File: config.mk
export PLATFORM = sky130hd
export DESIGN_NAME = adder_arbiter
export DESIGN_NICKNAME = d
export VERILOG_FILES = /design/src/rtl/adder_arbiter.sv
export SDC_FILE = /design/constraint.sdc
export NUM_CORES = 1
export LEC_CHECK = 0
export CAP_MARGIN = 5
export CORE_MARGIN = 2
export CORE_UTILIZATION = 45
export CTS_BUF_LIST = sky130_fd_sc_hd__clkbuf_8
export DETAILED_ROUTE_END_ITERATION = 8
export PLACE_DENSITY = 0.74
export SYNTH_ARGS = -nofsm -noshare
export SYNTH_HDL_FRONTEND = slang
export SYNTH_SLANG_ARGS = --single-unit
File: constraint.sdc
create_clock -name clk -period 3.9 [get_ports clk]
set_input_delay 0.78 -clock clk [delete_from_list [all_inputs] [get_ports clk]]
set_output_delay 0.78 -clock clk [all_outputs]
set_load 0.005 [all_outputs]
File: src/rtl/adder_arbiter.sv
// Round-robin front end for one shared combinational adder: grants a requester,
// registers its operands onto the adder, captures the sum and returns it with the requester ID.
module adder_arbiter #(
    parameter int NUM_REQ = 4,
    parameter int WIDTH   = 8,
    parameter int ID_W    = 2
) (
    input  logic                     clk,
    input  logic                     rst_n,
    input  logic [NUM_REQ-1:0]       req_valid,
    input  logic [NUM_REQ*WIDTH-1:0] req_a,
    input  logic [NUM_REQ*WIDTH-1:0] req_b,
    output logic [NUM_REQ-1:0]       req_ready,
    output logic [WIDTH-1:0]         add_r1,
    output logic [WIDTH-1:0]         add_r2,
    input  logic [WIDTH-1:0]         add_rst,
    output logic                     resp_valid,
    input  logic                     resp_ready,
    output logic [WIDTH-1:0]         resp_sum,
    output logic [ID_W-1:0]          resp_id,
    output logic                     busy
);

    typedef enum logic [1:0] {IDLE, CALC, RESP} state_t;

    state_t              state_q, state_d;
    logic [ID_W-1:0]     rr_ptr_q, rr_ptr_d;
    logic [ID_W-1:0]     resp_id_q, resp_id_d;
    logic [WIDTH-1:0]    add_r1_q, add_r1_d;
    logic [WIDTH-1:0]    add_r2_q, add_r2_d;
    logic [WIDTH-1:0]    resp_sum_q, resp_sum_d;
    logic                resp_valid_q, resp_valid_d;

    logic [WIDTH-1:0]    a_arr [NUM_REQ];
    logic [WIDTH-1:0]    b_arr [NUM_REQ];
    logic [WIDTH-1:0]    a_sel, b_sel;
    logic [ID_W-1:0]     winner;
    logic [NUM_REQ-1:0]  grant;
    logic                found;

    genvar gi;
    generate
        for (gi = 0; gi < NUM_REQ; gi++) begin : g_unpack
            assign a_arr[gi] = req_a[gi*WIDTH +: WIDTH];
            assign b_arr[gi] = req_b[gi*WIDTH +: WIDTH];
        end
    endgenerate

    // Scan starting at rr_ptr and wrapping; the first valid requester wins.
    always_comb begin : winner_scan
        int idx;
        found  = 1'b0;
        winner = '0;
        a_sel  = '0;
        b_sel  = '0;
        grant  = '0;
        idx    = 0;
        for (int k = 0; k < NUM_REQ; k++) begin
            idx = int'(rr_ptr_q) + k;
            if (idx >= NUM_REQ) begin
                idx = idx - NUM_REQ;
            end
            if (!found && req_valid[idx]) begin
                found      = 1'b1;
                winner     = ID_W'(idx);
                a_sel      = a_arr[idx];
                b_sel      = b_arr[idx];
                grant[idx] = 1'b1;
            end
        end
    end

    always_comb begin
        state_d      = state_q;
        rr_ptr_d     = rr_ptr_q;
        resp_id_d    = resp_id_q;
        add_r1_d     = add_r1_q;
        add_r2_d     = add_r2_q;
        resp_sum_d   = resp_sum_q;
        resp_valid_d = resp_valid_q;
        case (state_q)
            IDLE: begin
                if (found) begin
                    add_r1_d  = a_sel;
                    add_r2_d  = b_sel;
                    resp_id_d = winner;
                    rr_ptr_d  = (winner == ID_W'(NUM_REQ - 1)) ? '0 : winner + ID_W'(1);
                    state_d   = CALC;
                end
            end
            CALC: begin
                // Adder inputs have been stable for a full cycle; sample its result.
                resp_sum_d   = add_rst;
                resp_valid_d = 1'b1;
                state_d      = RESP;
            end
            RESP: begin
                if (resp_ready) begin
                    resp_valid_d = 1'b0;
                    state_d      = IDLE;
                end
            end
            default: begin
                state_d = IDLE;
            end
        endcase
    end

    always_ff @(posedge clk or negedge rst_n) begin
        if (!rst_n) begin
            state_q      <= IDLE;
            rr_ptr_q     <= '0;
            resp_id_q    <= '0;
            add_r1_q     <= '0;
            add_r2_q     <= '0;
            resp_sum_q   <= '0;
            resp_valid_q <= 1'b0;
        end else begin
            state_q      <= state_d;
            rr_ptr_q     <= rr_ptr_d;
            resp_id_q    <= resp_id_d;
            add_r1_q     <= add_r1_d;
            add_r2_q     <= add_r2_d;
            resp_sum_q   <= resp_sum_d;
            resp_valid_q <= resp_valid_d;
        end
    end

    assign req_ready  = (state_q == IDLE) ? grant : '0;
    assign add_r1     = add_r1_q;
    assign add_r2     = add_r2_q;
    assign resp_valid = resp_valid_q;
    assign resp_sum   = resp_sum_q;
    assign resp_id    = resp_id_q;
    assign busy       = (state_q != IDLE);

endmodule
### Yosys cells after proc, flatten, opt, wreduce, memory -nomap -nowiden

Index checks and enable logic that the tools add are counted.

| word-level totals | value |
|---|---|
| flip-flop bits (word level) | 31 |
| latch bits | 0 |
| RAM bits | 0 |
| bits in read-only memories | 0 |
| bits of input ports | 79 |
| output and inout bits | 32 |
| logic and storage cells | 134 |
| memories | 0 |

| cells by class | value |
|---|---|
| $add $sub $neg | 8 |
| $mul | 0 |
| div/mod/pow operators | 0 |
| order comparisons | 16 |
| equal/unequal tests | 5 |
| shift-type cells | 0 |
| muxes and demuxes | 75 |
| bitwise logic cells | 7 |
| reductions and logical operators | 16 |

Operator list:

| cell | number |
|---|---|
| $mux W8 | 24 |
| $bmux W8 S2 | 8 |
| $ge A32 B1 Y1 const B | 4 |
| $ge A32 B3 Y1 const B | 4 |
| $lt A32 B4 Y1 const B | 4 |
| $mux W32 | 4 |
| $not A32 Y32 | 4 |
| $mux W4 | 5 |
| $mux W1 | 17 |
| $mux W2 | 7 |
| $or A4 B4 Y4 | 3 |
| $sub A3 B3 Y4 const B | 3 |
| $ge A3 B3 Y1 const B | 3 |
| $bmux W1 S2 | 4 |
| $demux W1 S2 | 4 |
| $logic_and A1 B1 Y1 | 7 |
| $add A2 B2 Y3 const B | 2 |
| $pmux W2 S3 | 1 |
| $reduce_and A2 Y1 | 3 |
| $eq A2 B2 Y1 const B | 2 |
| $ne A2 B2 Y1 const B | 2 |
| $reduce_bool A2 Y1 | 2 |
| $sub A2 B3 Y4 const B | 1 |
| $add A2 B1 Y3 const B | 1 |
| other kinds (6) | 8 |

### Longest topological paths before layout

| depth | value |
|---|---|
| depth after elaboration | 17 |
| depth in mapped cells | 13 |
| depth with buffers taken out | 7 |

### Worst setup path after synthesis

Ideal clock, no wire load.

| path | value |
|---|---|
| path type | reg-to-output |
| start | register (tool-made name) |
| end | output req_ready[0] |
| arrival time | 2798 ps |
| slack | 322 ps |
| cell stages (with the launch flop) | 12 |
| buffers on the path | 4 |
| cell sequence | dfrtp_1 > buf_6 > buf_2 > buf_2 > inv_1 > ha_1 > mux4_2 > nor2b_1 > buf_2 > a22oi_1 > o21ai_1 > and2b_1 |

RTL lines:

| what | line | text |
|---|---|---|
| end: declaration | 13 | `output logic [NUM_REQ-1:0] req_ready,` |

==> impl_results.md <==
- Initial Util: 0.467
- # placed instances: ~460
- WL/cell: between 15 and 20 um
- Worst hold path startpoint: state_q[1]
- Synth area leaders: mux4_2, dfrtp_1, a22oi_2
- Hold-fix buffers at CTS: 0
- Startpoint Class: flip-flop
- Worst-Skew Late Latency: slightly below 0.3 ns
- VDD IR max: 0.414 mV
- Area leader, netlist: mux4_2
- Clk buf depth: 2
- Post-synth ARST share: 1.00
- Status: finished clean
- Antenna Cells: 0
- Total CTS buffers: 5
- Share of the synthesized area in the top cell type: 0.422
- Post-synthesis cell count: 262
- Final hold viol count: 0
- Met3 WL post-DR: around 460 um
- Layout area overhead: 37.9%
- Synth warn: 0
- Iteration-0 DRC Markers: ~110
- Cell area power density: between 800 and 900 nW/um2
- Max Cap Viol: 0
- Die Wd: approximately 94 um
- RSZ-0062 raised after global routing: false
- Number of antenna violations at the first check in global routing: 0
- Final Max Tran Viols: 0
- Vias in the first global route: slightly above 3,000
- WL met1: 3.97 mm
- H-tree levels: 2
- Arr. time, crit path: 2.97 ns
- Lkg Pwr: 1.78 nW
- Clk_skew: a little over 0.01 ns
- Top sig layer: met4
- Final min period: 3.75 ns
- #FFs+latches synth: 31
- Crit path cell chain: inv_1, ha_4, mux4_2, nor4b_4, a22oi_1, o21ai_1, and2b_1, clkdlybuf4s50_1
- Root buffer cell: clkbuf_8
- DR vias/cell: roughly 6.4
- Crit path max-delay family: buffers and inverters
- Critical-path top delay cell: mux4_2
- Placeable Area: 7770 um2
- Power Total: approximately 0.0043 W
- Highest Clock Rate: ~270 MHz
- Worst path required time: about 3.1 ns
- Layout Nets: 449
- Die ar.: between 8000 and 9000 um2
- Netlist Area Pre-Place: 3630 um2
- Post-DP HPWL: roughly 6.7 mm
- CP peak stage delay: 0.54 ns
- Buf+Inv Stages, Crit Path: 2
- I/O Buffers: 110
- Least-Margin Pin Slew: a little over 0.7 ns
- TritonCTS clock tree: yes
- Share of cells above drive strength 1: 0.395
- Core Util, Final: 0.644
- EDFF count, synth: 0
- FP Rows: 32
- WL met2: between 4 and 5 mm
- Rel. slew slack: 0.531
- Setup violators final: 0
- I/O pin total: 111
- Filler cells: approximately 620
- Largest net degree at the start of global routing: 47
- Min-Delay Path Class: reg2reg
- First-pass GRT wire length: about 15 mm
- Routed Antenna Nets: 0
- Drt total wl: slightly above 9 mm
- Most common library cells after synthesis: mux4_2, dfrtp_1, a22oi_1
- Setup CP Type: reg2out
- Distinct cells, synth: 36
- Crit path max fanout: 5
- Die Ht: about 94 um
- Mapped Nets: roughly 350
- Tcrit/Tclk final: 0.960
- Count leader, synth: mux4_2
- Routability cong.: roughly 0.83
- GRT Residual Overflow: 0
- Synthesized area per cell: between 10 and 15 um2
- Routed vias: 2,995
- Sequential-to-total area share from yosys stat: 0.214
- Clock-pin slew on the worst setup and hold paths: around 0.070 ns
- Primary FF master, synth: dfrtp_1
- Sinks on Clock Net: 31
- Global-route total usage across every layer: 0.220
- Setup TNS: 0 ns
- Drt drc: 0
- Crit. End Element: output port
- Final Instance Count excl. Fillers: 469
- DRT Pass-1 Iters: 4
==> repair_timing <==
action	4_1_cts	5_1_grt
setup buffers	0	5
resized for setup	1	7
pin swaps	0	3
setup endpoints to repair	1	4
==> sequential cells by signal (all words and copies together), names as in the netlist, named ones only <==
register and cells:
resp_id 2, add_r2 8, resp_valid 1, rr_ptr_q 1, state_q 2, add_r1 8
resp_sum 8
==> kinds of logic (layout without fill, tap and decap cells) <==
logic type      after synthesis  in the layout  share of synthesized area
compound gates               88             88                      0.221
xor+xnor                      1              1                    0.00242
fa+ha+maj                     4              4                     0.0138
buf+inv                      36            141                     0.0528
flops                        31             31                      0.214
mux                          79             79                      0.456
simple gates                 23             23                     0.0400
==> placed cells by master (no fill, tap or decap), types with 2 or more instances in the layout <==
| master | n |
|---|---|
| clkdlybuf4s50_1 | 105 |
| mux4_2 | 68 |
| dfrtp_1 | 30 |
| a22oi_1 | 24 |
| buf_4 | 18 |
| a22oi_2 | 17 |
| o211ai_2 | 16 |
| o21a_1 | 16 |
| mux2_2 | 9 |
| nor2_1 | 7 |
| clkbuf_8 | 6 |
| o21ai_1 | 5 |
| and2b_1 | 4 |
| dlymetal6s2s_1 | 4 |
| inv_1 | 3 |
| ha_1 | 3 |
| nor2b_1 | 2 |
| mux2i_1 | 2 |
| o221ai_1 | 2 |
| a21oi_1 | 2 |
==> per-layer routing <==
layer | vias up | GRT usage
li1 | 1343 | -
met1 | 1549 | 0.303
met2 | 97 | 0.369
met3 | 6 | 0.0345
met4 | 0 | 0.0471
met5 | - | 0
==> worst paths after layout <==
path                                                    to  slack, ns  cells after the start
worst max-delay path                          req_ready[1]       0.15                      8
worst min-delay path                            resp_valid       0.49                      1
worst max register to register                   add_r1[7]       1.17                      9
worst min register to register                  resp_valid       0.49                      1
max in group asynchronous       asynchronous set/reset pin       2.83                      1
min in group asynchronous                        add_r2[0]       0.54                      1
==> area by class of cell <==
class | instances | area (um2) | share of cell area
Clock inverter | 2 | 35.0 | 0.00701
Timing Repair Buffer | 130 | 1270 | 0.254
Tap cell | 102 | 128 | 0.0255
Sequential cell | 31 | 779 | 0.156
Multi-Input combinational cell | 195 | 2690 | 0.538
Clock buffer | 6 | 82.6 | 0.0165
Inverter | 3 | 11.3 | 0.00225
==> through the flow <==
stage          setup slack [ns]  area, um2  hold slack [ns]
3_3_place_gp              0.116       4810            0.467
4_1_cts                  0.0306       4930            0.497
6_report                  0.154       5000            0.494
2_1_floorplan             0.322       3630            0.455
3_5_place_dp             0.0407       4810            0.483
5_1_grt                  0.0195       5000            0.517
==> report_power, final <==
part | switching (W) | internal (W) | total, W
clock | 0.000124 | 0.000207 | 0.000331
combinational | 0.00151 | 0.00187 | 0.00338
sequential | 0.000111 | 0.000502 | 0.000613
Note: power is estimated with default switching activity, not from simulation.
